**src/rtl/enc_pkg.sv**
```systemverilog
// Shared encoder/decoder definitions: default widths, the no-one-hot code and a
// lowest-set-bit helper used by the one-hot to binary decoder.
package enc_pkg;

  localparam int unsigned ENC_OH_WIDTH  = 15;
  localparam int unsigned ENC_BIN_WIDTH = 4;

  localparam logic [ENC_BIN_WIDTH-1:0] ENC_NO_ONEHOT = 4'hF;

  typedef struct packed {
    logic [ENC_BIN_WIDTH-1:0] idx;
    logic                     zero;
    logic                     multi;
  } enc_dec_t;

  // Index of the lowest set bit; ENC_NO_ONEHOT when no bit is set.
  function automatic enc_dec_t onehot_lowest_idx(input logic [ENC_OH_WIDTH-1:0] vec);
    enc_dec_t res;
    logic     found;
    res.idx   = ENC_NO_ONEHOT;
    res.zero  = (vec == '0);
    res.multi = 1'b0;
    found     = 1'b0;
    for (int k = 0; k < int'(ENC_OH_WIDTH); k++) begin
      if (vec[k]) begin
        if (found) begin
          res.multi = 1'b1;
        end else begin
          res.idx = ENC_BIN_WIDTH'(k);
        end
        found = 1'b1;
      end
    end
    return res;
  endfunction

endpackage

```
**src/rtl/enc_onehot2bin_core.sv**
```systemverilog
// Purely combinational one-hot decode: lowest-bit index plus zero and multi-hot flags.
module enc_onehot2bin_core
  import enc_pkg::*;
(
  input  logic [ENC_OH_WIDTH-1:0]  oh,
  output logic [ENC_BIN_WIDTH-1:0] idx,
  output logic                     zero,
  output logic                     multi
);

  enc_dec_t dec;

  assign dec   = onehot_lowest_idx(oh);
  assign idx   = dec.idx;
  assign zero  = dec.zero;
  assign multi = dec.multi;

endmodule

```
**src/rtl/enc_onehot2bin.sv**
```systemverilog
// Registered one-hot to binary decoder with valid/ready on both sides, illegal-code
// flag and a saturating error counter.
module enc_onehot2bin
  import enc_pkg::*;
#(
  parameter int unsigned OH_WIDTH  = ENC_OH_WIDTH,
  parameter int unsigned BIN_WIDTH = ENC_BIN_WIDTH,
  parameter int unsigned CNT_WIDTH = 8
) (
  input  logic                 clk,
  input  logic                 rst,
  input  logic                 in_valid,
  output logic                 in_ready,
  input  logic [OH_WIDTH-1:0]  in,
  output logic                 out_valid,
  input  logic                 out_ready,
  output logic [BIN_WIDTH-1:0] out,
  output logic                 out_err,
  output logic [CNT_WIDTH-1:0] err_cnt,
  input  logic                 err_clr
);

  logic [BIN_WIDTH-1:0] dec_idx;
  logic                 dec_zero;
  logic                 dec_multi;
  logic                 dec_err;
  logic                 accept;

  logic                 valid_q;
  logic [BIN_WIDTH-1:0] out_q;
  logic                 err_q;
  logic [CNT_WIDTH-1:0] cnt_q, cnt_d;

  enc_onehot2bin_core u_core (
    .oh    (in),
    .idx   (dec_idx),
    .zero  (dec_zero),
    .multi (dec_multi)
  );

  assign dec_err  = dec_zero | dec_multi;
  // 1-deep skid-free stage: a draining output frees the register in the same cycle.
  assign in_ready = !valid_q || out_ready;
  assign accept   = in_valid && in_ready;

  always_ff @(posedge clk) begin
    if (rst) begin
      valid_q <= 1'b0;
      out_q   <= '0;
      err_q   <= 1'b0;
    end else if (accept) begin
      valid_q <= 1'b1;
      out_q   <= dec_idx;
      err_q   <= dec_err;
    end else if (out_ready) begin
      valid_q <= 1'b0;
    end
  end

  // Clear beats a same-cycle error; saturate instead of wrapping.
  always_comb begin
    cnt_d = cnt_q;
    if (err_clr) begin
      cnt_d = '0;
    end else if (accept && dec_err && !(&cnt_q)) begin
      cnt_d = cnt_q + 1'b1;
    end
  end

  always_ff @(posedge clk) begin
    if (rst) begin
      cnt_q <= '0;
    end else begin
      cnt_q <= cnt_d;
    end
  end

  assign out_valid = valid_q;
  assign out       = out_q;
  assign out_err   = err_q;
  assign err_cnt   = cnt_q;

endmodule
```
**config.mk**
```make
export PLATFORM = sky130hd
export DESIGN_NAME = enc_onehot2bin
export DESIGN_NICKNAME = d
export VERILOG_FILES = /design/src/rtl/enc_pkg.sv /design/src/rtl/enc_onehot2bin_core.sv /design/src/rtl/enc_onehot2bin.sv
export SDC_FILE = /design/constraint.sdc
export NUM_CORES = 1
export LEC_CHECK = 0
export ABC_AREA = 1
export BUFFER_PORTS_ARGS = -buffer_cell sky130_fd_sc_hd__buf_4
export CAP_MARGIN = 20
export CORE_MARGIN = 2
export CORE_UTILIZATION = 49
export DETAILED_ROUTE_END_ITERATION = 8
export PLACE_DENSITY_LB_ADDON = 0.1
export SYNTH_ARGS = -nofsm -noshare
export SYNTH_HDL_FRONTEND = slang
export SYNTH_SLANG_ARGS = --single-unit
export TNS_END_PERCENT = 30
```
**constraint.sdc**
```tcl
create_clock -name clk -period 2.1 [get_ports clk]
set_clock_uncertainty 0.15 [all_clocks]
set_input_delay 0.105 -clock clk [delete_from_list [all_inputs] [get_ports clk]]
set_output_delay 0.105 -clock clk [all_outputs]
set_load 0.01 [all_outputs]
```
==> impl_metrics.json, run 1 <==
{
  "start_util_pct": 52.69,
  "grt_max_degree": 19,
  "async_reset_ff_share_pct": 0,
  "synthMuxAreaShare_pct": 0,
  "power_uw": 622.3,
  "crit_start": "out_ready",
  "fin_ws_ns": 0.2662,
  "nNetsFinal": 218,
  "worstHoldStart": "in_valid",
  "cp.arrival_ns": 1.91,
  "h-tree-depth": 1,
  "synth_xor_area_share_pct": 4.982,
  "rsz0062_at_grt": "no",
  "syn_inst": 157,
  "register_area_sq_um": 280.3,
  "synth_warnings": 0,
  "grt_overflow": 0,
  "synthDistinctLibCells": 31,
  "crit_fanout": 18,
  "routed_via_density": 5.256,
  "p_per_area_nw_per_um2": 445.7,
  "synth_edf_count": 0,
  "yosys.area_share.simple_pct": 42.35,
  "reg2reg_to": "err_cnt[6]",
  "maxSlewHeadroom_pct": 69.65,
  "finalCritPeriodShare_pct": 87.32,
  "drv_cap": 0,
  "place_hpwl_um": 1929,
  "critPathLaunchType": "input port",
  "antenna_found_initial": 0,
  "dr.first_iter.drc_count": 28,
  "dieArea_sq_um": 2540,
  "postRouteAntennaNets": 0,
  "synth_fa_ha_area_share_pct": 1.186,
  "synthFlopType": "dfxtp_1",
  "die_height_um": 50.40,
  "io_buffers": 34,
  "placement_rows": 16,
  "p_leak_uw": 0.0006707,
  "grt_pass1_wl_um": 4215,
  "worstHoldPathType": "in -> reg",
  "cp_num_buf_inv": 4,
  "n_antenna_cell": 0,
  "tns_ns": 0,
  "root_buffer": "clkbuf_4",
  "grt_usage_pct": 21.21,
  "drt-total-wl_um": 2436,
  "cts_buffers": 3,
  "cpMaxStageDelayCell": "dlygate4sd3_1",
  "synth_area_per_cell_sq_um": 6.718,
  "setup_viol": 0,
  "num-fill-cells": 180,
  "critPathMaxStageDelay_ns": 0.54,
  "dp.cells": 217,
  "hold_viol_final": 0,
  "critPathRequiredTime_ns": 2.18,
  "pin_count": 35,
  "final_layout_size_suffix_gt1_share_pct": 26.53,
  "endpoint_kind": "register",
  "mostFrequentLayoutCells": "nand2_1, buf_4, inv_1",
  "crit_family": "buffers and inverters",
  "preCtsSetupSlack_ns": 0.4158,
  "layout_commonest_cell": "nand2_1",
  "vias": 1172,
  "cts.path.max_buffers": 2,
  "synth-compound-area-share_pct": 17.08,
  "drc": 0,
  "min_period_ns": 1.834,
  "netlist_area_sq_um": 1055,
  "core_sq_um": 2002,
  "whs_path_depth": 4,
  "ff2ff_path_depth": 7,
  "status": "completed",
  "cts_tree": "built",
  "wl_per_cell_um": 10.92,
  "ir_worst_vdd_mv": 0.3014,
  "synth.yosys.seq_area_share_pct": 26.57,
  "first_pass_iters": 4,
  "synthToLayoutAreaGrowth_pct": 32.38,
  "stdcell_count": 223,
  "grt_pass1_vias": 1073,
  "critPathKind": "in -> reg",
  "fmax_ghz": 0.5453,
  "cts_resized": 0,
  "cpMostUsedCell": "nand2_1",
  "gp_congestion": 0.8260,
  "ys_ff_latch": 14,
  "slew_viol_final": 0,
  "multi_input_area_sq_um": 691.9,
  "clkTransAtPathRegs_ns": 0.09,
  "r2r-start": "err_cnt[1]",
  "clock_sinks": 14,
  "clock_latency_ns": 0.29,
  "worst_pin_slew_ns": 0.4525,
  "crit_path_cell_trace": "dlygate4sd3_1 > buf_4 > inv_1 > nand2_1 > nand2_1 > clkinv_1 > nand3_4 > nand2_1 > a21oi_1",
  "min_to": "out_err",
  "die_w_um": 50.40,
  "synth_top_family_by_area": "simple AND/OR/NAND/NOR gates",
  "synth_fp_nets": 178,
  "rrSetupSlack_ns": 0.37
}
==> worst min-delay path, cell delays in order <==
cell and delay [ns]:
buf_4 0.08, nand2_1 0.09, nand2_1 0.08, a21oi_1 0.06
==> sequential cells by signal (all words and copies together), names as in the netlist <==
signal / cells
err_cnt: 8
out: 4
out_err: 1
out_valid: 1
==> cells by family (layout without fill, tap and decap cells) <==
group	Yosys count	after routing
xor+xnor	6	6
compound gates	31	31
simple gates	83	83
buf+inv	22	61
flops	14	14
fa+ha+maj	1	1
==> through the flow <==
stage / hold WS, ns / area [sq um] / util [%]
finish: 0.006173 / 1396 / 69.75
detailed placement: 0.1588 / 1340 / 66.94
floorplan: 0.02407 / 1055 / -
CTS: 0.01571 / 1396 / 69.75
global placement: 0.1516 / 1340 / 66.94
global route: 0.02489 / 1396 / 69.75
==> per-layer routing <==
layer / vias to the layer above / track usage [%] / part of all wire (%)
li1: 612 / - / -
met1: 519 / 26.38 / 44
met2: 36 / 36.18 / 49
met3: 5 / 3.869 / 5.6
met4: 0 / 8.108 / 1.4
met5: - / 0 / 0
==> Yosys cell counts, types with 2 or more instances <==
library cell	count	area, sq um
nand2_1	39	146.4
inv_1	19	71.32
a21oi_1	14	70.07
dfxtp_1	14	280.3
nand4_1	11	68.82
nor2_1	11	41.29
nand3_1	8	40.04
o21ai_0	6	30.03
nor2_4	4	45.04
xor2_1	4	35.03
a21oi_2	2	17.52
a31oi_1	2	12.51
nand3_4	2	35.03
nor3_1	2	10.01
o21ai_1	2	10.01
xnor2_1	2	17.52
==> layout make-up <==
| type | instances | area share, % |
|---|---|---|
| sequential | 14 | 20.07 |
| tap | 27 | 2.419 |
| multi-input combinational | 121 | 49.55 |
| timing repair buffer | 36 | 19.71 |
| clock buffer | 4 | 2.599 |
| inverter | 21 | 5.645 |
==> what timing repair did <==
| action | 4_1_cts | 5_1_grt |
|---|---|---|
| hold endpoints to repair | 5 | 0 |
| setup buffers | 0 | 0 |
| hold buffers | 2 | 0 |
==> where the power goes <==
part	switching [uW]	total, uW	internal (uW)
clock network	93.6	199	106
logic	79.5	144	64.5
registers	4.80	279	274
==> worst max-delay path by stage <==
stage | to | slack [ns] | depth (start not counted)
finish | err_cnt[6] | 0.27 | 9
global route | err_cnt[5] | 0.07 | 9
CTS | err_cnt[6] | 0.29 | 9
detailed placement | err_cnt[6] | 0.42 | 7
global placement | err_cnt[4] | 0.49 | 7
floorplan | err_cnt[2] | 0.53 | 7
No activity file was read; power rests on OpenSTA's default activity.
==> run 2, diff against run 1 <==
RECOVER_POWER = 25   (was not set)
==> run 2 against run 1 <==
  * Total power decreased by 0.95%
  * Worst hold slack is essentially flat
  * Utilization is 1.3 points lower
  * Via count rose by 0.17%
  * Flip-flop and latch count did not move
  * Setup slack better by 0.0010 ns
  * Wire length is 0.53% higher
  * Cell area fell by 1.9%
  * Die area stayed put
  * Global-route usage is the same
  * Sequential share of layout area rose by 0.39 points
==> impl_metrics.json, run 2 (same netlist as run 1, synthesis figures left out) <==
{
  "status": "completed",
  "tns_ns": 0,
  "grt_pass1_wl_um": 4215,
  "layout_commonest_cell": "nand2_1",
  "worstHoldStart": "in_valid",
  "clkTransAtPathRegs_ns": 0.09,
  "rrSetupSlack_ns": 0.37,
  "worstHoldPathType": "in -> reg",
  "die_height_um": 50.40,
  "maxSlewHeadroom_pct": 69.74,
  "grt_pass1_vias": 1073,
  "drv_cap": 0,
  "finalCritPeriodShare_pct": 87.28,
  "reg2reg_to": "err_cnt[6]",
  "ir_worst_vdd_mv": 0.2971,
  "n_antenna_cell": 0,
  "cp_num_buf_inv": 4,
  "io_buffers": 34,
  "grt_max_degree": 19,
  "cpMaxStageDelayCell": "dlygate4sd3_1",
  "drc": 0,
  "critPathMaxStageDelay_ns": 0.54,
  "h-tree-depth": 1,
  "fin_ws_ns": 0.2672,
  "largest_register_ffs": 8,
  "endpoint_kind": "register",
  "setup_viol": 0,
  "antenna_found_initial": 0,
  "postRouteAntennaNets": 0,
  "die_w_um": 50.40,
  "drt-total-wl_um": 2449,
  "gp_congestion": 0.8260,
  "p_per_area_nw_per_um2": 449.9,
  "min_to": "out_err",
  "crit_fanout": 18,
  "crit_family": "buffers and inverters",
  "grt_usage_pct": 21.21,
  "preCtsSetupSlack_ns": 0.4158,
  "fmax_ghz": 0.5456,
  "rsz0062_at_grt": "no",
  "synthToLayoutAreaGrowth_pct": 29.89,
  "mostFrequentLayoutCells": "nand2_1, buf_4, inv_1",
  "cpMostUsedCell": "nand2_1",
  "power_uw": 616.4,
  "placement_rows": 16,
  "r2r-start": "err_cnt[1]",
  "cp.arrival_ns": 1.91,
  "cts_tree": "built",
  "clock_latency_ns": 0.29,
  "crit_path_cell_trace": "dlygate4sd3_1 > buf_4 > inv_1 > nand2_1 > nand2_1 > clkinv_1 > nand3_4 > nand2_1 > a21oi_1",
  "final_layout_size_suffix_gt1_share_pct": 22.96,
  "whs_path_depth": 4,
  "root_buffer": "clkbuf_4",
  "critPathKind": "in -> reg",
  "clock_sinks": 14,
  "p_leak_uw": 0.0006422,
  "min_period_ns": 1.833,
  "vias": 1174,
  "place_hpwl_um": 1929,
  "hold_viol_final": 0,
  "nNetsFinal": 218,
  "pin_count": 35,
  "grt_overflow": 0,
  "first_pass_iters": 4,
  "ff2ff_path_depth": 7,
  "routed_via_density": 5.265,
  "cts.path.max_buffers": 2,
  "core_sq_um": 2002,
  "dieArea_sq_um": 2540,
  "dr.first_iter.drc_count": 28,
  "worst_pin_slew_ns": 0.4511,
  "critPathRequiredTime_ns": 2.18,
  "wl_per_cell_um": 10.98,
  "start_util_pct": 52.69,
  "cts_buffers": 3,
  "critPathLaunchType": "input port",
  "slew_viol_final": 0
}
## run 2: final cells by class
cell class / instances / area [sq um]
clock buffer: 4 / 36.28
fill: 191 / 631.9
inverter: 21 / 78.83
multi-input combinational: 121 / 691.9
sequential: 14 / 280.3
tap: 27 / 33.78
timing repair buffer: 36 / 249.0
## run 2: through the flow
| step | instance area, sq um | util (%) | hold slack, ns | std cells |
|---|---|---|---|---|
| after floorplan | 1055 | - | 0.02407 | 157 |
| after global placement | 1340 | 66.94 | 0.1516 | 217 |
| after detailed placement | 1340 | 66.94 | 0.1588 | 217 |
| after CTS | 1396 | 69.75 | 0.01571 | 223 |
| after global routing | 1370 | 68.44 | 0.02489 | 223 |
| final | 1370 | 68.44 | 0.006607 | 223 |
## run 2: layer usage
layer / up-vias / GRT usage, % / part of all wire (%)
li1: 612 / - / -
met1: 518 / 26.38 / 44
met2: 39 / 36.18 / 49
met3: 5 / 3.869 / 6.0
met4: 0 / 8.108 / 1.4
met5: - / 0 / 0
## run 2: worst min-delay path: cells and delay by family
family                 cells  cell delay (ns)
AND/OR/NAND/NOR            2             0.17
AO/OA/AOI/OAI              1             0.06
buffers and inverters      1             0.08
## run 2: worst max path at each step
stage | startpoint | end | slack (ns) | cells after the start
floorplan | err_cnt[0] | err_cnt[2] | 0.53 | 7
global placement | err_cnt[0] | err_cnt[4] | 0.49 | 7
CTS | out_ready | err_cnt[6] | 0.29 | 9
detailed placement | err_cnt[1] | err_cnt[6] | 0.42 | 7
finish | out_ready | err_cnt[6] | 0.27 | 9
global route | out_ready | err_cnt[5] | 0.07 | 9
## run 2: timing repair
action | CTS | global route
endpoints found under the setup margin | 0 | 0
buffers inserted | 0 | 0
hold buffers | 2 | 0
endpoints found under the hold margin | 5 | 0
resized for setup | 0 | 0
## run 2: where the power goes
group	switching, uW	leakage, uW	internal, uW	total, uW
Combinational	79.6	0.000507	58.7	138
Clock	93.6	0.0000210	106	199
Sequential	4.70	0.000114	274	279
Total	178	0.000642	439	616
==> run 3, diff against run 2 <==
==> constraint.sdc (replaced) <==
create_clock -name clk -period 2.1 [get_ports clk]
set_clock_uncertainty 0.15 [all_clocks]
set_input_delay 0.42 -clock clk [delete_from_list [all_inputs] [get_ports clk]]
set_output_delay 0.42 -clock clk [all_outputs]
set_load 0.01 [all_outputs]
==> run 3 against run 2 <==
  * Combinational power about the same
  * Non-clock buffer count is 1 lower
  * Via count is 2.7% lower
  * Fmax up 3.7%
  * Cell count shrank 0.45%
  * Utilization fell by 0.44 points
  * Critical path depth is 2 lower
  * Critical endpoint is now err_cnt[1]
==> impl_metrics.json, run 3 (same netlist as run 1, synthesis figures left out) <==
{
  "routed_via_density": 5.144,
  "pin_count": 35,
  "worst_pin_slew_ns": 0.3716,
  "seqPwrFrac_pct": 46.0,
  "place_hpwl_um": 1936,
  "cts.path.max_buffers": 2,
  "grt_usage_pct": 20.63,
  "cts_buffers": 3,
  "synthToLayoutAreaGrowth_pct": 29.06,
  "post-route-util_pct": 68.00,
  "final_layout_size_suffix_gt1_share_pct": 24.10,
  "clock_sinks": 14,
  "cpMostUsedCell": "nand2_1",
  "p_sw_uw": 168.2,
  "drv_cap": 0,
  "critPathKind": "reg -> reg",
  "grt_pass1_wl_um": 4140,
  "placement_rows": 16,
  "wl_per_cell_um": 10.75,
  "slew_viol_final": 0,
  "grt_pass1_vias": 1014,
  "setup_viol": 0,
  "cp_num_buf_inv": 0,
  "place_area_sq_um": 1348,
  "clkPwrFrac_pct": 31.4,
  "p_leak_uw": 0.0006430,
  "dieArea_sq_um": 2540,
  "min_period_ns": 1.767,
  "root_buffer": "clkbuf_4",
  "postCtsSetupBuffers": 0,
  "critPathLaunchType": "register",
  "grt_max_degree": 19,
  "cpMaxStageDelayCell": "dfxtp_1",
  "cp.arrival_ns": 1.83,
  "cts_tree": "built",
  "p_per_area_nw_per_um2": 444.8,
  "first_pass_iters": 4,
  "grt_overflow": 0,
  "clkTransAtPathRegs_ns": 0.09,
  "swShare_pct": 27.78,
  "endpoint_kind": "register",
  "finalCritPeriodShare_pct": 84.13,
  "postRouteAntennaNets": 0,
  "crit_fanout": 9,
  "largest_register_ffs": 8,
  "fin_ws_ns": 0.3333,
  "vias": 1142,
  "gp_congestion": 0.8423,
  "tns_ns": 0,
  "h-tree-depth": 1,
  "clock_latency_ns": 0.27,
  "n_antenna_cell": 0,
  "status": "completed",
  "drt-total-wl_um": 2387,
  "cts_resized": 0,
  "start_util_pct": 52.69,
  "drc": 0,
  "antenna_found_initial": 0,
  "mostFrequentLayoutCells": "nand2_1, buf_4, inv_1",
  "io_buffers": 34,
  "nNetsFinal": 217,
  "layout_commonest_cell": "nand2_1",
  "maxSlewHeadroom_pct": 74.91,
  "die_height_um": 50.40,
  "critPathMaxStageDelay_ns": 0.40,
  "crit_path_cell_trace": "ha_1 > nand4_1 > nor2_1 > nand2_1 > nand3_4 > nand2_1 > a21oi_1",
  "cts_hold_buf": 0,
  "rsz0062_at_grt": "no",
  "preCtsSetupSlack_ns": 0.1560,
  "core_sq_um": 2002,
  "hold_viol_final": 0,
  "fmax_ghz": 0.5660,
  "p_comb_share_pct": 22.6,
  "dr.first_iter.drc_count": 34,
  "die_w_um": 50.40,
  "ir_worst_vdd_mv": 0.3488,
  "finalInstanceArea_sq_um": 1361,
  "critPathRequiredTime_ns": 2.16,
  "crit_family": "simple AND/OR/NAND/NOR gates",
  "intPower_uw": 437.3,
  "worstHoldPathType": "in -> reg"
}
[run 3: metrics by stage]
stage / instances / power, uW / hold slack [ns]
finish: 222 / 605.5 / 0.1854
floorplan: 157 / 358.3 / 0.3330
global route: 222 / 645.8 / 0.1760
global placement: 218 / 423.4 / 0.2987
detailed placement: 218 / 427.0 / 0.3064
CTS: 222 / 616.8 / 0.1787
[run 3: worst register-to-register path: stages (launching register included)]
cell,delay (ns)
dfxtp_1,0.40
ha_1,0.25
nand4_1,0.16
nor2_1,0.11
nand2_1,0.22
nand3_4,0.21
nand2_1,0.08
a21oi_1,0.12
[run 3: layout make-up]
| class | instances | area [sq um] |
|---|---|---|
| Fill cell | 188 | 640.6 |
| Inverter | 21 | 78.83 |
| Sequential cell | 14 | 280.3 |
| Tap cell | 27 | 33.78 |
| Multi-Input combinational cell | 121 | 691.9 |
| Timing Repair Buffer | 35 | 240.2 |
| Clock buffer | 4 | 36.28 |
[run 3: power by group through the flow]
stage          combinational (uW)  clock [uW]  sequential (uW)
6_report                      137         190              279
3_5_place_dp                  142           0              285
2_1_floorplan                69.3           0              289
3_3_place_gp                  138           0              285
4_1_cts                       142         196              279
5_1_grt                       155         211              280
[run 3: path summary, 6_finish.rpt]
path / slack [ns] / start / depth (start not counted) / endpoint
hold / removal: 0.19 / rst / 2 / out_err
setup / recovery: 0.33 / err_cnt[1] / 7 / err_cnt[1]
setup reg to reg: 0.33 / err_cnt[1] / 7 / err_cnt[1]
hold reg to reg: 0.32 / out_err / 2 / out_err
[run 3: layer usage]
metal	part of all wire (%)	track usage [%]	vias to the layer above	routed length (um)
met1	45	26.29	488	1079
li1	-	-	604	-
met5	0	0	-	0
met3	7.4	3.274	4	176
met4	1.3	6.757	0	31
met2	46	35.31	46	1101
